`config.mk`:
```
export PLATFORM = sky130hd
export DESIGN_NAME = sram_mem_responder_flat
export DESIGN_NICKNAME = d
export VERILOG_FILES = /design/src/rtl/sram_mem_responder_if.sv /design/src/rtl/sram_mem_responder.sv /design/src/flat_wrapper.sv
export SDC_FILE = /design/constraint.sdc
export NUM_CORES = 1
export LEC_CHECK = 0
export BUFFER_PORTS_ARGS = -buffer_cell sky130_fd_sc_hd__buf_2
export CAP_MARGIN = 15
export CORE_MARGIN = 5
export CORE_UTILIZATION = 45
export CTS_CLUSTER_SIZE = 28
export DETAILED_ROUTE_END_ITERATION = 10
export PLACE_DENSITY = 0.95
export SLEW_MARGIN = 20
export SYNTH_ARGS = -nofsm -noshare
export SYNTH_HDL_FRONTEND = slang
export SYNTH_SLANG_ARGS = --single-unit
```
`constraint.sdc`:
```
create_clock -name Clk -period 3.6 [get_ports Clk]
set_clock_uncertainty 0.1 [all_clocks]
set_input_delay 0.54 -clock Clk [delete_from_list [all_inputs] [get_ports Clk]]
set_output_delay 0.54 -clock Clk [all_outputs]
set_load 0.02 [all_outputs]
```
`src/rtl/sram_mem_responder_if.sv`:
```
// rtl/sram_mem_responder_if.sv - request/response bus between LC-3 control/datapath and the memory responder
//
// Signals:
//   Mem_Req    request strobe, sampled by the responder only while idle
//   Mem_WE     1 = write, 0 = read; latched together with Mem_Req
//   MAR        request address
//   MDR        write data
//   MDR_In     read data returned to the datapath
//   Mem_Ready  one-cycle completion pulse
// Modports: master = control/datapath side, slave = responder side.

interface sram_mem_responder_if;
  logic        Mem_Req;
  logic        Mem_WE;
  logic [15:0] MAR;
  logic [15:0] MDR;
  logic [15:0] MDR_In;
  logic        Mem_Ready;

  modport master (
    output Mem_Req, Mem_WE, MAR, MDR,
    input  MDR_In, Mem_Ready
  );

  modport slave (
    input  Mem_Req, Mem_WE, MAR, MDR,
    output MDR_In, Mem_Ready
  );
endinterface

```
`src/rtl/sram_mem_responder.sv`:
```
// rtl/sram_mem_responder.sv - LC-3 memory request responder driving an external 16-bit SRAM
//
// Ports:
//   Clk, Reset          clock, synchronous active-high reset
//   mem (slave)         Mem_Req/Mem_WE/MAR/MDR in, MDR_In/Mem_Ready out
//   SRAM_ADDR           SRAM address, bits above 15 driven 0
//   SRAM_*_N            CE/OE/WE/UB/LB strobes, active-low
//   SRAM_DQ_In/Out/OE   split SRAM data bus; the pad tristate lives at top level
//   Switches            board switches (read at 0xFFFF with IO_MAP_EN)
//   Hex_Data            memory-mapped hex display register (0 without IO_MAP_EN)
// Build option: define IO_MAP_EN to map address 0xFFFF to Switches/Hex_Data.
// Parameters: WAIT_CYCLES (ACCESS cycles, <1 treated as 1), ADDR_W (SRAM address width).

module sram_mem_responder #(
  parameter int WAIT_CYCLES = 2,
  parameter int ADDR_W      = 20
) (
  input  logic              Clk,
  input  logic              Reset,
  sram_mem_responder_if.slave mem,
  output logic [ADDR_W-1:0] SRAM_ADDR,
  output logic              SRAM_CE_N,
  output logic              SRAM_OE_N,
  output logic              SRAM_WE_N,
  output logic              SRAM_UB_N,
  output logic              SRAM_LB_N,
  input  logic [15:0]       SRAM_DQ_In,
  output logic [15:0]       SRAM_DQ_Out,
  output logic              SRAM_DQ_OE,
  input  logic [15:0]       Switches,
  output logic [15:0]       Hex_Data
);

  localparam int WC    = (WAIT_CYCLES < 1) ? 1 : WAIT_CYCLES;
  localparam int CNT_W = $clog2(WC + 1);

  typedef enum logic [1:0] {IDLE, SETUP, ACCESS, DONE} state_t;

  state_t             state_q, state_d;
  logic [15:0]        addr_q, wdata_q, rdata_q;
  logic               we_q;
  logic [CNT_W-1:0]   cnt_q;
  logic               last_access;
  logic               io_hit;

  assign last_access = (state_q == ACCESS) && (cnt_q == CNT_W'(1));

`ifdef IO_MAP_EN
  assign io_hit = (addr_q == 16'hFFFF);
`else
  assign io_hit = 1'b0;
  logic unused_switches;
  assign unused_switches = ^Switches;
`endif

  always_ff @(posedge Clk) begin
    if (Reset) begin
      state_q <= IDLE;
      addr_q  <= '0;
      wdata_q <= '0;
      rdata_q <= '0;
      we_q    <= 1'b0;
      cnt_q   <= '0;
    end else begin
      state_q <= state_d;
      if (state_q == IDLE && mem.Mem_Req) begin
        addr_q  <= mem.MAR;
        wdata_q <= mem.MDR;
        we_q    <= mem.Mem_WE;
      end
      if (state_q == SETUP)
        cnt_q <= CNT_W'(WC);
      else if (state_q == ACCESS)
        cnt_q <= cnt_q - CNT_W'(1);
      // Read data is sampled at the end of the access window, when the SRAM output is settled.
      if (last_access && !we_q) begin
`ifdef IO_MAP_EN
        rdata_q <= io_hit ? Switches : SRAM_DQ_In;
`else
        rdata_q <= SRAM_DQ_In;
`endif
      end
    end
  end

`ifdef IO_MAP_EN
  always_ff @(posedge Clk) begin
    if (Reset)
      Hex_Data <= '0;
    else if (last_access && we_q && io_hit)
      Hex_Data <= wdata_q;
  end
`else
  assign Hex_Data = '0;
`endif

  always_comb begin
    state_d     = state_q;
    SRAM_CE_N   = 1'b1;
    SRAM_OE_N   = 1'b1;
    SRAM_WE_N   = 1'b1;
    SRAM_UB_N   = 1'b1;
    SRAM_LB_N   = 1'b1;
    SRAM_DQ_OE  = 1'b0;
    case (state_q)
      IDLE: begin
        if (mem.Mem_Req) state_d = SETUP;
      end
      SETUP, ACCESS: begin
        if (state_q == SETUP) state_d = ACCESS;
        else if (last_access) state_d = DONE;
        SRAM_UB_N = 1'b0;
        SRAM_LB_N = 1'b0;
        if (!io_hit) begin
          SRAM_CE_N = 1'b0;
          if (we_q) begin
            SRAM_DQ_OE = 1'b1;
            // WE_N falls only after a full SETUP cycle so address/data are stable first.
            SRAM_WE_N  = (state_q == SETUP);
          end else begin
            SRAM_OE_N  = 1'b0;
          end
        end
      end
      DONE: begin
        state_d = IDLE;
        // Writes keep CE and the data driver on one more cycle after WE_N rises (data hold).
        if (we_q) begin
          SRAM_UB_N = 1'b0;
          SRAM_LB_N = 1'b0;
          if (!io_hit) begin
            SRAM_CE_N  = 1'b0;
            SRAM_DQ_OE = 1'b1;
          end
        end
      end
      default: state_d = IDLE;
    endcase
  end

  assign SRAM_ADDR     = ADDR_W'(addr_q);
  assign SRAM_DQ_Out   = wdata_q;
  assign mem.MDR_In    = rdata_q;
  assign mem.Mem_Ready = (state_q == DONE);

endmodule

```
`src/flat_wrapper.sv`:
```
// flat-port wrapper written by rule: the top's interface ports become plain ports
module sram_mem_responder_flat 
#(
  parameter int WAIT_CYCLES = 2,
  parameter int ADDR_W      = 20
)
  (Clk, Reset, SRAM_ADDR, SRAM_CE_N, SRAM_OE_N, SRAM_WE_N, SRAM_UB_N, SRAM_LB_N, SRAM_DQ_In, SRAM_DQ_Out, SRAM_DQ_OE, Switches, Hex_Data, mem_Mem_Req, mem_Mem_WE, mem_MAR, mem_MDR, mem_MDR_In, mem_Mem_Ready);
  sram_mem_responder_if mem_i ();
  input  logic Clk;
  input  logic Reset;
  output logic [ADDR_W-1:0] SRAM_ADDR;
  output logic SRAM_CE_N;
  output logic SRAM_OE_N;
  output logic SRAM_WE_N;
  output logic SRAM_UB_N;
  output logic SRAM_LB_N;
  input  logic [15:0] SRAM_DQ_In;
  output logic [15:0] SRAM_DQ_Out;
  output logic SRAM_DQ_OE;
  input  logic [15:0] Switches;
  output logic [15:0] Hex_Data;
  input wire logic [$bits(mem_i.Mem_Req)-1:0] mem_Mem_Req;
  input wire logic [$bits(mem_i.Mem_WE)-1:0] mem_Mem_WE;
  input wire logic [$bits(mem_i.MAR)-1:0] mem_MAR;
  input wire logic [$bits(mem_i.MDR)-1:0] mem_MDR;
  output wire logic [$bits(mem_i.MDR_In)-1:0] mem_MDR_In;
  output wire logic [$bits(mem_i.Mem_Ready)-1:0] mem_Mem_Ready;
  assign mem_i.Mem_Req = mem_Mem_Req;
  assign mem_i.Mem_WE = mem_Mem_WE;
  assign mem_i.MAR = mem_MAR;
  assign mem_i.MDR = mem_MDR;
  assign mem_MDR_In = mem_i.MDR_In;
  assign mem_Mem_Ready = mem_i.Mem_Ready;
  sram_mem_responder #(.WAIT_CYCLES(WAIT_CYCLES), .ADDR_W(ADDR_W)) u_core (.Clk(Clk), .Reset(Reset), .mem(mem_i), .SRAM_ADDR(SRAM_ADDR), .SRAM_CE_N(SRAM_CE_N), .SRAM_OE_N(SRAM_OE_N), .SRAM_WE_N(SRAM_WE_N), .SRAM_UB_N(SRAM_UB_N), .SRAM_LB_N(SRAM_LB_N), .SRAM_DQ_In(SRAM_DQ_In), .SRAM_DQ_Out(SRAM_DQ_Out), .SRAM_DQ_OE(SRAM_DQ_OE), .Switches(Switches), .Hex_Data(Hex_Data));
endmodule
```
=== Yosys cells after proc, flatten, opt, wreduce, memory -nomap -nowiden ===
Cells that the tools add are included.

* Bits in registers: 53
* Logic and storage cells: 37

* $add $sub $neg: 1
* Equal/unequal tests: 6
* Muxes and demuxes: 13
* Reduce and logical (&&, ||, !) cells: 10

{| class="wikitable"
|+ Operators by type and width
! operator !! count
|-
| 2-bit 2-to-1 mux || 5
|-
| 1-bit 2-to-1 mux || 6
|-
| 2-bit one-hot mux with 3 select lines || 1
|-
| 2-bit by 1-bit equality test with 1-bit output (second input constant) || 2
|-
| 2-bit equality test (second input constant) || 2
|-
| 2-bit OR reduction || 2
|-
| 1-bit logical AND || 3
|-
| 3-bit by 1-bit != test with 1-bit output (second input constant) || 1
|-
| 3-bit OR reduction || 1
|-
| 2-bit zero test || 1
|-
| 2-bit != test (second input constant) || 1
|-
| 1-bit one-hot mux with 2 select lines || 1
|-
| 2-bit AND reduction || 1
|-
| 2-bit nonzero test || 1
|-
| 2-bit by 1-bit subtractor with 2-bit output (second input constant) || 1
|-
| 1-bit zero test || 1
|}

=== Longest topological paths before layout ===
* Depth after elaboration: 5
* Depth in mapped cells: 7
* Depth with buffers taken out: 5

=== Least setup slack after synthesis ===
OpenSTA, ideal clock, no wires.

* Kind: reg-to-output
* Start: register u_core.state_q[0]
* End: output SRAM_LB_N
* Arrival time: 1.483 ns
* Setup slack: 1.477 ns
* Cell stages (with the launch flop): 5
* Path buffers: 1
* Cell sequence: dfxtp_1 -> inv_1 -> ha_1 -> mux2i_1 -> buf_4

* Longest elaborated chain between the ends: 3
* Elaborated cells on any way between the ends: 5

{| class="wikitable"
|+ RTL lines
! what !! line !! source
|-
| start: declaration || sram_mem_responder.sv:39 || <nowiki>state_t state_q, state_d;</nowiki>
|-
| start signal: assignment || sram_mem_responder.sv:65 || <nowiki>state_q <= state_d;</nowiki>
|-
| 2-bit by 1-bit equality test with 1-bit output or 2-bit equality test (tied branches) || -- ||
|-
| 2-bit OR reduction || -- ||
|-
| 1-bit one-hot mux with 2 select lines * || sram_mem_responder.sv:105 || <nowiki>case (state_q)</nowiki>
|-
| end: declaration || flat_wrapper.sv:16 || <nowiki>output logic SRAM_LB_N;</nowiki>
|}

Every way passes the cells marked *; elsewhere a longest branch is shown, timed or not.

=== Worst setup path after layout ===
* Start: register u_core.state_q[0]
* End: output SRAM_LB_N

* Longest elaborated chain between the ends: 3
* Elaborated cells on any way between the ends: 5

{| class="wikitable"
|+ RTL lines
! what !! line
|-
| 2-bit by 1-bit equality test with 1-bit output or 2-bit equality test (tied branches) || sram_mem_responder.sv:105
|-
| 2-bit OR reduction || sram_mem_responder.sv:105
|-
| 1-bit one-hot mux with 2 select lines * || sram_mem_responder.sv:105
|}

Marked as above.

==> results_dict.tcl <==
set metrics [dict create \
    status "finished clean" \
    core-area_um2 4750 \
    crit_fanout 6 \
    crit_arrival_ns 1.65 \
    die_height_um 80.4 \
    fin_nets 441 \
    portBuffers 106 \
    num_rows 25 \
    synthMuxAreaShare_pct 0.898 \
    cts_sinks 53 \
    dr.pass1.iters 4 \
    power.total_mw 1.64 \
    hold_class "flip-flop to flip-flop" \
    clkLatencyLatePin_ns 0.30 \
    tightest_slew_ns 0.611 \
    final_layout_size_suffix_gt1_share_pct 35.1 \
    groute.usage.overall_pct 15.9 \
    reg2reg_to "u_core.mem.MDR_In[13]" \
    hold_buffers 0 \
    critPathLaunch "u_core.state_q[0]" \
    yosys.area_share.simple_pct 20.1 \
    drt_wl_total_um 5230 \
    crit_type "flip-flop to output port" \
    startpoint_type "flip-flop" \
    grt_pass1_vias 1838 \
    r2r_start "u_core.state_q[0]" \
    cts_resized 0 \
    ys_ff_latch 53 \
    cts_root_buf "clkbuf_8" \
    die_area_um2 6460 \
    powerDensity_nw_per_um2 597 \
    fin_cells 434 \
    grt_max_degree 34 \
    ys_warn_count 0 \
    area_growth_pct 23.5 \
    cts_inserted_buffers 5 \
    min_period_ns 2.29 \
    fin_ws_ns 1.31 \
    drc_errors 0 \
    cts.path.max_buffers 2 \
    dpl.hpwl_um 3980 \
    synth-adder-area-share_pct 3.93 \
    rrSetupSlack_ns 1.82 \
    fin_util_pct 57.9 \
    drt_iter0_markers 42 \
    power.leakage_nw 1.31 \
    initial_core_util_pct 46.9 \
    via_count 1980 \
    cts.clk_slew.worst_paths_ns 0.09 \
    rsz0062_at_grt "no" \
    pre_cts_ws_ns 1.51 \
    via_per_inst 4.56 \
    synth_top_family_by_area "simple AND/OR/NAND/NOR gates" \
    place_inst 426 \
    cts_max_level 2 \
    fmax_mhz 437 \
    ys_types 26 \
    relSlewSlack_pct 59.1 \
    required_ns 2.96 \
    ir_drop_v 0.000254 \
    reg2reg_depth 5 \
    die_x_um 80.4 \
    drv_cap 0 \
    final_common_cell "buf_2" \
    syn_area_per_cell_um2 8.22 \
    hold_viol 0 \
    wl_per_cell_um 12.1 \
    synthXorXnorAreaFrac_pct 0.393 \
    setup_viol 0 \
    pin_count 143 \
    post_cts_buffers 0 \
    slew_violations 0 \
    antenna_found_initial 0 \
    crit_end "SRAM_LB_N" \
    layout_common_cells "buf_2 (106), nand2_1 (100), dfxtp_1 (53), a21oi_1 (41), conb_1 (20)" \
    cts_tree "yes" \
    ant_nets 0 \
    overflow 0 \
    syn_inst 271 \
    holdPathStages 2 \
    grt_pass1_wl_um 8220 \
    tns_ns 0 \
    place.gp.congestion 0.716 \
    diodes 0 \
    synth_compound_area_share_pct 13.9 \
    synth_area_um2 2230 \
    period_share_pct 63.6 \
    cp-end-kind "output port" \
    synth-seq-area-share_pct 47.6 \
]
==> worst min path at each step <==
stage,start,endpoint
finish,u_core.SRAM_DQ_Out[5],u_core.SRAM_DQ_Out[5]
global route,mem_MAR[0],u_core.addr_q[0]
CTS,mem_MAR[9],u_core.addr_q[9]
detailed placement,u_core.SRAM_DQ_Out[6],u_core.SRAM_DQ_Out[6]
global placement,u_core.SRAM_DQ_Out[5],u_core.SRAM_DQ_Out[5]
floorplan,u_core.cnt_q[1],u_core.cnt_q[1]
==> flip-flops by register name, summed over array words and instances, names as in the netlist <==
register / count
u_core.SRAM_DQ_Out: 16
u_core.state_q: 2
u_core.mem.MDR_In: 16
u_core.addr_q: 16
u_core.cnt_q: 2
u_core.we_q: 1
==> synth_stat cells <==
cell type    n  area share (%)
inv_1        5            0.84
a211oi_1     1            0.34
o211a_1      1            0.45
ha_1         7             3.9
nand2_1    101              17
buf_12       1            0.90
nand3b_1     1            0.34
buf_6        1            0.51
mux2i_1      2            0.90
nor2_1       1            0.17
a21oi_2     10             3.9
and3b_1      1            0.39
or3_2        1            0.34
buf_4       25             8.4
nor3_1       1            0.22
clkbuf_1     5            0.84
conb_1       1            0.17
a21oi_1     41             9.2
clkbuf_4     1            0.34
nor2b_1      2            0.56
buf_2        5             1.1
nand2b_1     1            0.28
and2_1       1            0.28
nand3b_2     1            0.51
xnor2_1      1            0.39
dfxtp_1     53              48
==> metrics by stage <==
step	hold WS (ns)	instance area, um^2
4_1_cts	0.355	2750
6_report	0.355	2750
3_3_place_gp	0.338	2650
3_5_place_dp	0.344	2650
2_1_floorplan	0.363	2300
5_1_grt	0.350	2750
==> area by class of cell <==
type / count / area, um^2
Fill cell: 447 / 2000
Multi-Input combinational cell: 194 / 953
Clock inverter: 2 / 13.8
Sequential cell: 53 / 1060
Inverter: 5 / 18.8
Clock buffer: 6 / 82.6
Timing Repair Buffer: 107 / 538
Tap cell: 67 / 83.8
==> power breakdown <==
group          leakage [nW]  switching [mW]  internal (mW)  total, mW
registers             0.432          0.0486          0.673      0.722
clock network        0.0512           0.187          0.156      0.344
logic                 0.827           0.386          0.191      0.577
==> metal layers <==
metal | wire length (um) | track usage (%)
met4 | 49 | 4.22
met3 | 573 | 6.05
met1 | 2020 | 16.3
met5 | 0 | 0
met2 | 2590 | 30.0
==> logic make-up after synthesis <==
family	after synthesis
and+or+nand+nor	111
AOI/OAI and AO/OA	53
DFF	53
buffers and inverters	43
adders and majority gates	7
muxes	2
other	1
xor gates and xnor gates	1
==> worst max-delay path, stage by stage, from the launching register on <==
cell and delay (ns):
dfxtp_1 0.40, inv_1 0.11, ha_1 0.39, mux2i_1 0.23, buf_2 0.22
Power figures use the tool's default switching activity.
